<file path="config.mk">
export PLATFORM = sky130hd
export DESIGN_NAME = adc_stream_decimator
export DESIGN_NICKNAME = d
export VERILOG_FILES = /design/src/rtl/adc_stream_decimator.sv
export SDC_FILE = /design/constraint.sdc
export NUM_CORES = 1
export LEC_CHECK = 0
export ABC_CLOCK_PERIOD_IN_PS = 3100
export CORE_MARGIN = 2
export CORE_UTILIZATION = 51
export CTS_CLUSTER_DIAMETER = 40
export CTS_CLUSTER_SIZE = 28
export DETAILED_ROUTE_END_ITERATION = 12
export PLACE_DENSITY_LB_ADDON = 0.25
export SLEW_MARGIN = 25
export SYNTH_ARGS = -nofsm -noshare
export SYNTH_HDL_FRONTEND = slang
export SYNTH_SLANG_ARGS = --single-unit
</file>
<file path="constraint.sdc">
create_clock -name s00_axis_aclk -period 3.1 [get_ports s00_axis_aclk]
set_clock_uncertainty 0.2 [all_clocks]
set_input_delay 0.62 -clock s00_axis_aclk [delete_from_list [all_inputs] [get_ports s00_axis_aclk]]
set_output_delay 0.62 -clock s00_axis_aclk [all_outputs]
set_load 0.03 [all_outputs]
</file>
<file path="src/rtl/adc_stream_decimator.sv">
// AXI-Stream ADC decimator: offset-binary to two's complement, windowed sum of 2^DECIM_LOG2 samples, tlast framing.
// Optional overrange flag in tdata[31] is built when ADC_DECIM_OVR_FLAG_EN is defined.
`timescale 1ns/1ps
module adc_stream_decimator #(
    parameter int DECIM_LOG2 = 2,
    parameter int PKT_LEN    = 256
) (
    input  logic        s00_axis_aclk,
    input  logic        s00_axis_aresetn,
    input  logic        sync_clr,
    input  logic [31:0] s00_axis_tdata,
    input  logic        s00_axis_tvalid,
    output logic        s00_axis_tready,
    input  logic        s00_axis_tlast,
    output logic [31:0] m00_axis_tdata,
    output logic [3:0]  m00_axis_tstrb,
    output logic        m00_axis_tvalid,
    input  logic        m00_axis_tready,
    output logic        m00_axis_tlast
);
    localparam int CW = (DECIM_LOG2 > 0) ? DECIM_LOG2 : 1;
    localparam logic [CW-1:0] LAST_SAMPLE = CW'((1 << DECIM_LOG2) - 1);
    localparam logic [15:0]   LAST_BEAT   = 16'(PKT_LEN - 1);

    logic               ready_en;
    logic [CW-1:0]      sample_cnt;
    logic signed [15:0] acc;
    logic [15:0]        beat_cnt;
    logic               out_valid;
    logic [31:0]        out_data;
    logic               out_last;

    logic signed [9:0]  x;
    logic signed [15:0] x_ext;
    logic signed [15:0] sum;
    logic               in_fire;
    logic               out_fire;
    logic               win_first;
    logic               win_close;
    logic               win_ovr;
    logic               unused_ok;

    assign unused_ok = ^{s00_axis_tlast, s00_axis_tdata[31:10]};

    assign x         = {~s00_axis_tdata[9], s00_axis_tdata[8:0]};
    assign x_ext     = {{6{x[9]}}, x};
    assign win_first = (sample_cnt == '0);
    assign win_close = (sample_cnt == LAST_SAMPLE);
    assign sum       = win_first ? x_ext : (acc + x_ext);

    // ready_en keeps the input closed until the first clock after reset release
    assign s00_axis_tready = ready_en && (!out_valid || m00_axis_tready);
    assign in_fire         = s00_axis_tvalid && s00_axis_tready;
    assign out_fire        = out_valid && m00_axis_tready;

    assign m00_axis_tdata  = out_data;
    assign m00_axis_tstrb  = 4'b1111;
    assign m00_axis_tvalid = out_valid;
    assign m00_axis_tlast  = out_last;

`ifdef ADC_DECIM_OVR_FLAG_EN
    logic ovr_flag;

    assign win_ovr = (ovr_flag && !win_first) || s00_axis_tdata[10];

    always_ff @(posedge s00_axis_aclk or negedge s00_axis_aresetn) begin
        if (!s00_axis_aresetn) begin
            ovr_flag <= 1'b0;
        end else if (sync_clr) begin
            ovr_flag <= 1'b0;
        end else if (in_fire) begin
            ovr_flag <= win_close ? 1'b0 : win_ovr;
        end
    end
`else
    assign win_ovr = 1'b0;
`endif

    // Beats are numbered as they are loaded, so tlast is fixed with the beat and
    // survives a sync_clr that restarts numbering while the beat is still held.
    always_ff @(posedge s00_axis_aclk or negedge s00_axis_aresetn) begin
        if (!s00_axis_aresetn) begin
            ready_en   <= 1'b0;
            sample_cnt <= '0;
            acc        <= '0;
            beat_cnt   <= '0;
            out_valid  <= 1'b0;
            out_data   <= '0;
            out_last   <= 1'b0;
        end else begin
            ready_en <= 1'b1;
            if (out_fire) begin
                out_valid <= 1'b0;
            end
            if (sync_clr) begin
                sample_cnt <= '0;
                acc        <= '0;
                beat_cnt   <= '0;
            end else if (in_fire) begin
                if (win_close) begin
                    sample_cnt <= '0;
                    acc        <= '0;
                    out_valid  <= 1'b1;
                    out_data   <= {win_ovr, 7'b0, {8{sum[15]}}, sum};
                    out_last   <= (beat_cnt == LAST_BEAT);
                    beat_cnt   <= (beat_cnt == LAST_BEAT) ? 16'd0 : beat_cnt + 16'd1;
                end else begin
                    acc        <= sum;
                    sample_cnt <= sample_cnt + 1'b1;
                end
            end
        end
    end
endmodule
</file>
# == Word-level counts from Yosys, hierarchy flattened ==
# Index checks and enable logic that the tools add are counted.
# word_totals
in_bits,38
ff_bits,53
out_inout_bits,39
# op_classes
eq_ne,2
bitwise,2
mux,15
reduce_logical,10
n_addsub,3
# ops
cell,count
2-to-1 mux 16 bit,8
adder 16 x 1 -> 16 bit (second input constant),1
adder 16 x 10 -> 16 bit,1
equality test 16 x 8 -> 1 bit (second input constant),1
2-to-1 mux 2 bit,3
2-to-1 mux 1 bit,4
nonzero test 2 bit,2
logical AND 1 bit,3
AND reduction 3 bit,1
adder 2 x 1 -> 2 bit (second input constant),1
equality test 2 bit (second input constant),1
logical NOT 2 bit,1
inverter 1 bit,2
AND reduction 2 bit,1
logical NOT 1 bit,1
logical OR 1 bit,1

# == Longest topological paths before layout ==
# Gate-level depths: netlist of the first run.
# depth
word_depth,6
depth_mapped,9

# == Worst setup path before layout of the first run ==
# Ideal clock, no wire load.
# synth_path
path_kind,input -> register
start,in s00_axis_tdata[0]
end,reg acc[14]
path_stages,9
setup_slack_ns,0.346
required_time_ns,2.778
n_path_buf,0
arrival_ns,2.432
setup_ns,0.122
path_cell_list,ha_1 > fa_1 > a21oi_1 > o211ai_1 > and2_1 > a221oi_1 > o21ai_0 > mux2i_1 > nand2_1
# synth_between
elab_chain_cells,5
# synth_rtl
item,line_no,source
start: declaration,11,"input logic [31:0] s00_axis_tdata,"
adder 16 x 10 -> 16 bit,49,assign sum = win_first ? x_ext : (acc + x_ext);
2-to-1 mux 16 bit,49,
2-to-1 mux 16 bit,100,if (win_close) begin
2-to-1 mux 16 bit,99,end else if (in_fire) begin
2-to-1 mux 16 bit,95,if (sync_clr) begin
end signal: assignment,108,acc <= sum;
end: declaration,27,logic signed [15:0] acc;
# Every way passes these cells. The select of a mux whose other input is x is not followed.
# A chain may end at the register's enable or synchronous reset.

# == Final worst setup path of the first run ==
# layout_path
start,in s00_axis_tdata[9]
end,reg acc[15]
# layout_between
elab_chain_cells,6
# layout_rtl
item,line_no,source
inverter 1 bit (*),45,"assign x = {~s00_axis_tdata[9], s00_axis_tdata[8:0]};"
adder 16 x 10 -> 16 bit,49,
2-to-1 mux 16 bit (*),49,
2-to-1 mux 16 bit (*),100,
2-to-1 mux 16 bit (*),99,
2-to-1 mux 16 bit (*),95,
# Every way passes the cells marked *; elsewhere a longest branch is shown, timed or not. The select of a mux whose other input is x is not followed.

==> results.cfg, run 1 <==
[run_status]
status = finished clean

[clock_tree]
clock_path_buffers = 2
ctsHtreeMaxLevel = 2
ctsRootBufferMaster = clkbuf_8
cts_buffers = 5
path_clk_slew_ps = 100
post-cts-setup-buffers = 0
clock_sinks = 53
worstSkewPairLatency_ps = 310
cts_hold_buffers = 0
cts_tree = built

[timing]
finalSetupViolCount = 0
finalCritPeriodShare_pct = 96.2
max-slew-margin-rel_pct = 58.2
fmax_ghz = 0.335
hold_violations = 0
hold_ws_ps = 112
period_needed_ps = 2980
setup_slack_ps = 118
worstMarginPinSlew_ps = 627
finalMaxSlewViolations = 0
rsz0062_at_grt = no

[place]
dp_hpwl_mm = 5.62
dpl_cell_area_sq_um = 3950
dp_slack_ps = -346
dp_cells = 507
place.gp.congestion = 0.861
numPortBuffers = 41

[logic_synthesis]
synthAdderAreaFrac_pct = 7.37
netlist_top_cells_count = dfrtp_1, nand2_1, o21ai_0, a21oi_1, nor2_1
synthSimpleGateAreaFrac_pct = 19.9
ys_top_cells_by_area = dfrtp_1, ha_1, o21ai_0
synth_top_family_by_area = simple AND/OR/NAND/NOR gates
synth_edf_count = 0
synth_top_area_share_pct = 39.8
synth-xor-area-share_pct = 3.68
synth.area.mux_share_pct = 2.78
syn_inst = 377
yosysTopAreaCell = dfrtp_1
synth_ff_type = dfrtp_1
yosysUniqueCellTypes = 49
synth_compound_area_share_pct = 19.3
synth_seq_cells = 53
syn_area_sq_um = 3330
ys_async_sr_fraction_pct = 100
ys_warn_count = 0
seq_area_frac_synth_pct = 39.8
synth_area_per_cell_sq_um = 8.83
yosysMostFrequentCell = dfrtp_1

[setup_path]
cpMostUsedCell = a21o_1
critPathMaxFanout = 6
critical_path_class = in2reg
cp.required_ps = 3100
cp_slowest_cell = clkdlybuf4s50_1
cp-end-kind = flop
path_cells = clkdlybuf4s50_1 -> inv_1 -> buf_4 -> ha_1 -> a21o_1 -> a21o_1 -> a21oi_1 -> o21ai_1 -> o221a_2 -> a311oi_1 -> nand2_1
cp.arrival_ps = 2980
start_kind = input port
slowest_delay_ps = 480

[detailed_routing]
viasPerCell = 5.69
wirelength_mm = 7.75
drc = 0
initialDrtViolationCount = 180
wl_per_cell_um = 15.1
vias = 2931
dr.pass1.iters = 4
postRouteAntennaNets = 0

[final_layout]
postLayoutCellArea_sq_um = 4090
drive_gt1_share_pct = 14.4
diodes = 0
final_cells = 515
syn2layout_area_growth_pct = 22.7
fin_util_pct = 64.3
nets = 494

[floorplanning]
io-pin-count = 77
core_area_sq_um = 6350
start_util_pct = 52.4
die_h_um = 84.8
fp.dieArea_sq_um = 7190
die-width_um = 84.8
rows = 29

[power]
peakVddDrop_uv = 262
p_leak_uw = 0.00191
p_per_area_nw_per_um2 = 392

[global_routing]
grt_pass1_vias = 2838
grt_pass1_wl_mm = 13.2
grt_max_degree = 30
gr-total-overflow = 0
track_usage_pct = 22.3
antenna_found_initial = 0

[worst_hold_path]
hold_path_class = in2async

[run]
drv_cap = 0
==> stage by stage <==
stage                     setup TNS [ps]  total power (uW)
after global placement             -1900              1140
after global routing                   0              1670
after CTS                              0              1600
final                                  0              1600
after floorplan                        0              1010
after detailed placement           -2560              1150
==> area by class of cell <==
cell class	instances	area [sq um]
Inverter	6	22.5
Clock inverter	1	8.76
Tap cell	77	96.3
Clock buffer	7	96.3
Multi-Input combinational cell	294	1850
Timing Repair Buffer	77	688
Sequential cell	53	1330
Fill cell	544	2260
==> sequential cells by signal, indices dropped and copies added (netlist names) <==
name / flops
m00_axis_tlast: 1
m00_axis_tvalid: 1
sample_cnt: 2
acc: 16
beat_cnt: 16
m00_axis_tdata: 16
ready_en: 1
==> cell usage in the layout, fill, tap and decap left out, types with 7 or more instances in the layout <==
master,instances
a21oi_1,30
nand2_1,51
o21ai_0,38
buf_4,35
nor2_1,26
ha_1,18
clkdlybuf4s50_1,40
mux2i_1,7
and3_1,9
clkbuf_8,7
xor2_1,9
nand3_1,10
dfrtp_1,53
conb_1,13
==> path summary, 6_finish.rpt <==
path,cells past startpoint,start,slack [ps],endpoint
worst max-delay path,11,s00_axis_tdata[9],120,acc[15]$_DFFE_PN0P_
min in group s00_axis_aclk,2,m00_axis_tdata[6]$_DFFE_PN0P_,290,m00_axis_tdata[6]$_DFFE_PN0P_
max in group asynchronous,2,s00_axis_aresetn,2030,beat_cnt[0]$_DFFE_PN0P_
worst min register to register,2,m00_axis_tdata[6]$_DFFE_PN0P_,290,m00_axis_tdata[6]$_DFFE_PN0P_
worst min-delay path,1,s00_axis_aresetn,110,acc[7]$_DFFE_PN0P_
worst max register to register,10,acc[0]$_DFFE_PN0P_,550,m00_axis_tdata[10]$_DFFE_PN0P_
==> worst max-delay path: cells and delay by family <==
| kind | cells | cell delay, ps |
|---|---|---|
| buffers and inverters | 3 | 790 |
| adder cells (fa/ha/maj) | 1 | 300 |
| AO/OA/AOI/OAI | 6 | 1190 |
| AND/OR/NAND/NOR | 1 | 80 |
==> power by group <==
part	internal, uW	switching (uW)
Clock	207	243
Combinational	179	240
Sequential	717	17.3
Total	1100	500
==> per-layer routing <==
metal / routed length [um] / part of all wire, % / vias up / GRT usage, %
met3: 443 / 5.7 / 10 / 4.03
met1: 3600 / 46 / 1420 / 30.4
met4: 96 / 1.2 / 0 / 5.48
li1: - / - / 1423 / -
met5: 0 / 0 / - / 0
met2: 3620 / 47 / 78 / 37.1
==> kinds of logic after synthesis <==
kind of cell / count (synthesis)
compound gates: 104
xor+xnor: 14
fa+ha+maj: 19
buf+inv: 41
flops: 53
mux: 9
other cells: 2
simple gates: 135
==> what timing repair did <==
action,CTS,global route
resized for setup,1,7
pin swaps,0,2
endpoints found under the setup margin,2,8
Note: power is estimated with default switching activity, not from simulation.
==> run 2, diff against run 1 <==
--- a/config.mk
+++ b/config.mk
@@ -12,6 +12,7 @@
 export CTS_CLUSTER_SIZE = 28
 export DETAILED_ROUTE_END_ITERATION = 12
 export PLACE_DENSITY_LB_ADDON = 0.25
+export SKIP_CTS_REPAIR_TIMING = 1
 export SLEW_MARGIN = 25
 export SYNTH_ARGS = -nofsm -noshare
 export SYNTH_HDL_FRONTEND = slang
==> run 2 against run 1 <==
Effect of this change: worst setup slack lost 10 ps; first-iteration DRC count decreased by 26%; cell count unchanged; largest power group unchanged; sequential cell count did not move; sequential power about the same; critical endpoint unchanged; clock power about the same; combinational power hardly changed; critical path depth unchanged; cell area down 0.15%; total power is essentially flat; register-to-register slack about the same.
==> results.cfg, run 2 (synthesis results as in run 1) <==
[place]
dpl_cell_area_sq_um = 3950
numPortBuffers = 41
dp_hpwl_mm = 5.62
place.gp.congestion = 0.861

[final_layout]
final_common_cell = dfrtp_1
syn2layout_area_growth_pct = 22.5
nets = 494
diodes = 0
postLayoutCellArea_sq_um = 4080
drive_gt1_share_pct = 13.9
layout_common_cells = dfrtp_1, nand2_1, clkdlybuf4s50_1

[clock_tree]
ctsRootBufferMaster = clkbuf_8
cts_buffers = 5
clock_path_buffers = 2
clock_sinks = 53
ctsHtreeMaxLevel = 2
path_clk_slew_ps = 100
cts_tree = built
worstSkewPairLatency_ps = 310

[timing]
finalSetupViolCount = 0
worstMarginPinSlew_ps = 627
finalCritPeriodShare_pct = 96.5
period_needed_ps = 2990
fmax_ghz = 0.334
finalMaxSlewViolations = 0
max-slew-margin-rel_pct = 58.2
rsz0062_at_grt = no
hold_violations = 0
setup_tns_ps = 0

[run]
drv_cap = 0

[power]
peakVddDrop_uv = 262
sequentialPowerShare_pct = 45.8
clockPowerShare_pct = 28.2
p_sw_share_pct = 31.2
switchingPower_uw = 501
combPwrFrac_pct = 26.1
p_int_uw = 1100
p_per_area_nw_per_um2 = 393
p_leak_uw = 0.00191

[run_status]
status = finished clean

[setup_path]
cp-end-kind = flop
critical_path_class = in2reg
start_kind = input port
critPathMaxFanout = 6
cp.arrival_ps = 2990
cp.required_ps = 3090

[floorplanning]
die_h_um = 84.8
rows = 29
core_area_sq_um = 6350
start_util_pct = 52.4
io-pin-count = 77
fp.dieArea_sq_um = 7190
die-width_um = 84.8

[detailed_routing]
initialDrtViolationCount = 134
dr.pass1.iters = 5
wirelength_mm = 7.73
vias = 2938
postRouteAntennaNets = 0
viasPerCell = 5.70
drc = 0
wl_per_cell_um = 15.0

[global_routing]
grt_pass1_wl_mm = 13.2
gr-total-overflow = 0
grt_pass1_vias = 2853
track_usage_pct = 22.3
antenna_found_initial = 0
grt_max_degree = 30

[worst_hold_path]
hold_path_class = in2async
-- run 2: cell counts in the layout (fill, tap and decap cells not counted) --
Identical to the previous run, type by type.
-- run 2: per-layer routing --
| layer | up-vias | GRT usage, % | wire, um |
|---|---|---|---|
| met5 | - | 0 | 0 |
| met4 | 0 | 5.77 | 80 |
| met3 | 8 | 4.33 | 361 |
| met2 | 71 | 37.1 | 3610 |
| met1 | 1438 | 30.0 | 3680 |
| li1 | 1421 | - | - |
-- run 2: final timing paths --
check,from,endpoint,slack (ps),cells past startpoint
worst max-delay path,s00_axis_tdata[9],acc[15]$_DFFE_PN0P_,110,11
worst min-delay path,s00_axis_aresetn,acc[7]$_DFFE_PN0P_,110,1
worst max register to register,acc[0]$_DFFE_PN0P_,m00_axis_tdata[14]$_DFFE_PN0P_,540,9
worst min register to register,m00_axis_tdata[6]$_DFFE_PN0P_,m00_axis_tdata[6]$_DFFE_PN0P_,290,2
max in group asynchronous,s00_axis_aresetn,beat_cnt[0]$_DFFE_PN0P_,2030,2
min in group s00_axis_aclk,m00_axis_tdata[6]$_DFFE_PN0P_,m00_axis_tdata[6]$_DFFE_PN0P_,290,2
-- run 2: area by class of cell --
cell class / count / area, sq um
fillers: 544 / 2270
repair buffers: 77 / 688
clock inverters: 1 / 8.76
clock buffers: 7 / 96.3
well taps: 77 / 96.3
multi-input cells: 294 / 1840
flip-flops and latches: 53 / 1330
inverters: 6 / 22.5
-- run 2: worst max-delay path, stage by stage --
cell	delay, ps
clkdlybuf4s50_1	480
inv_1	130
buf_4	180
ha_1	310
a21o_1	190
a21o_1	180
a21oi_1	150
o21ai_1	140
o221a_2	300
a311oi_1	240
nand2_1	80
-- run 2: through the flow --
step / util (%) / power [uW] / hold slack, ps / std cells / worst slack [ps]
after floorplan: - / 1010 / 124 / 388 / 346
after global placement: 62.2 / 1140 / 260 / 507 / -303
after detailed placement: 62.2 / 1150 / 271 / 507 / -346
after CTS: 63.8 / 1600 / 136 / 515 / -21.7
after global routing: 64.2 / 1670 / 161 / 515 / 14.9
final: 64.2 / 1600 / 112 / 515 / 108
-- run 2: power groups by stage --
stage,registers (uW),clock network [uW],logic [uW]
finish,734,451,418
global route,739,477,453
CTS,734,458,409
detailed placement,747,0,407
global placement,746,0,398
floorplan,764,0,241
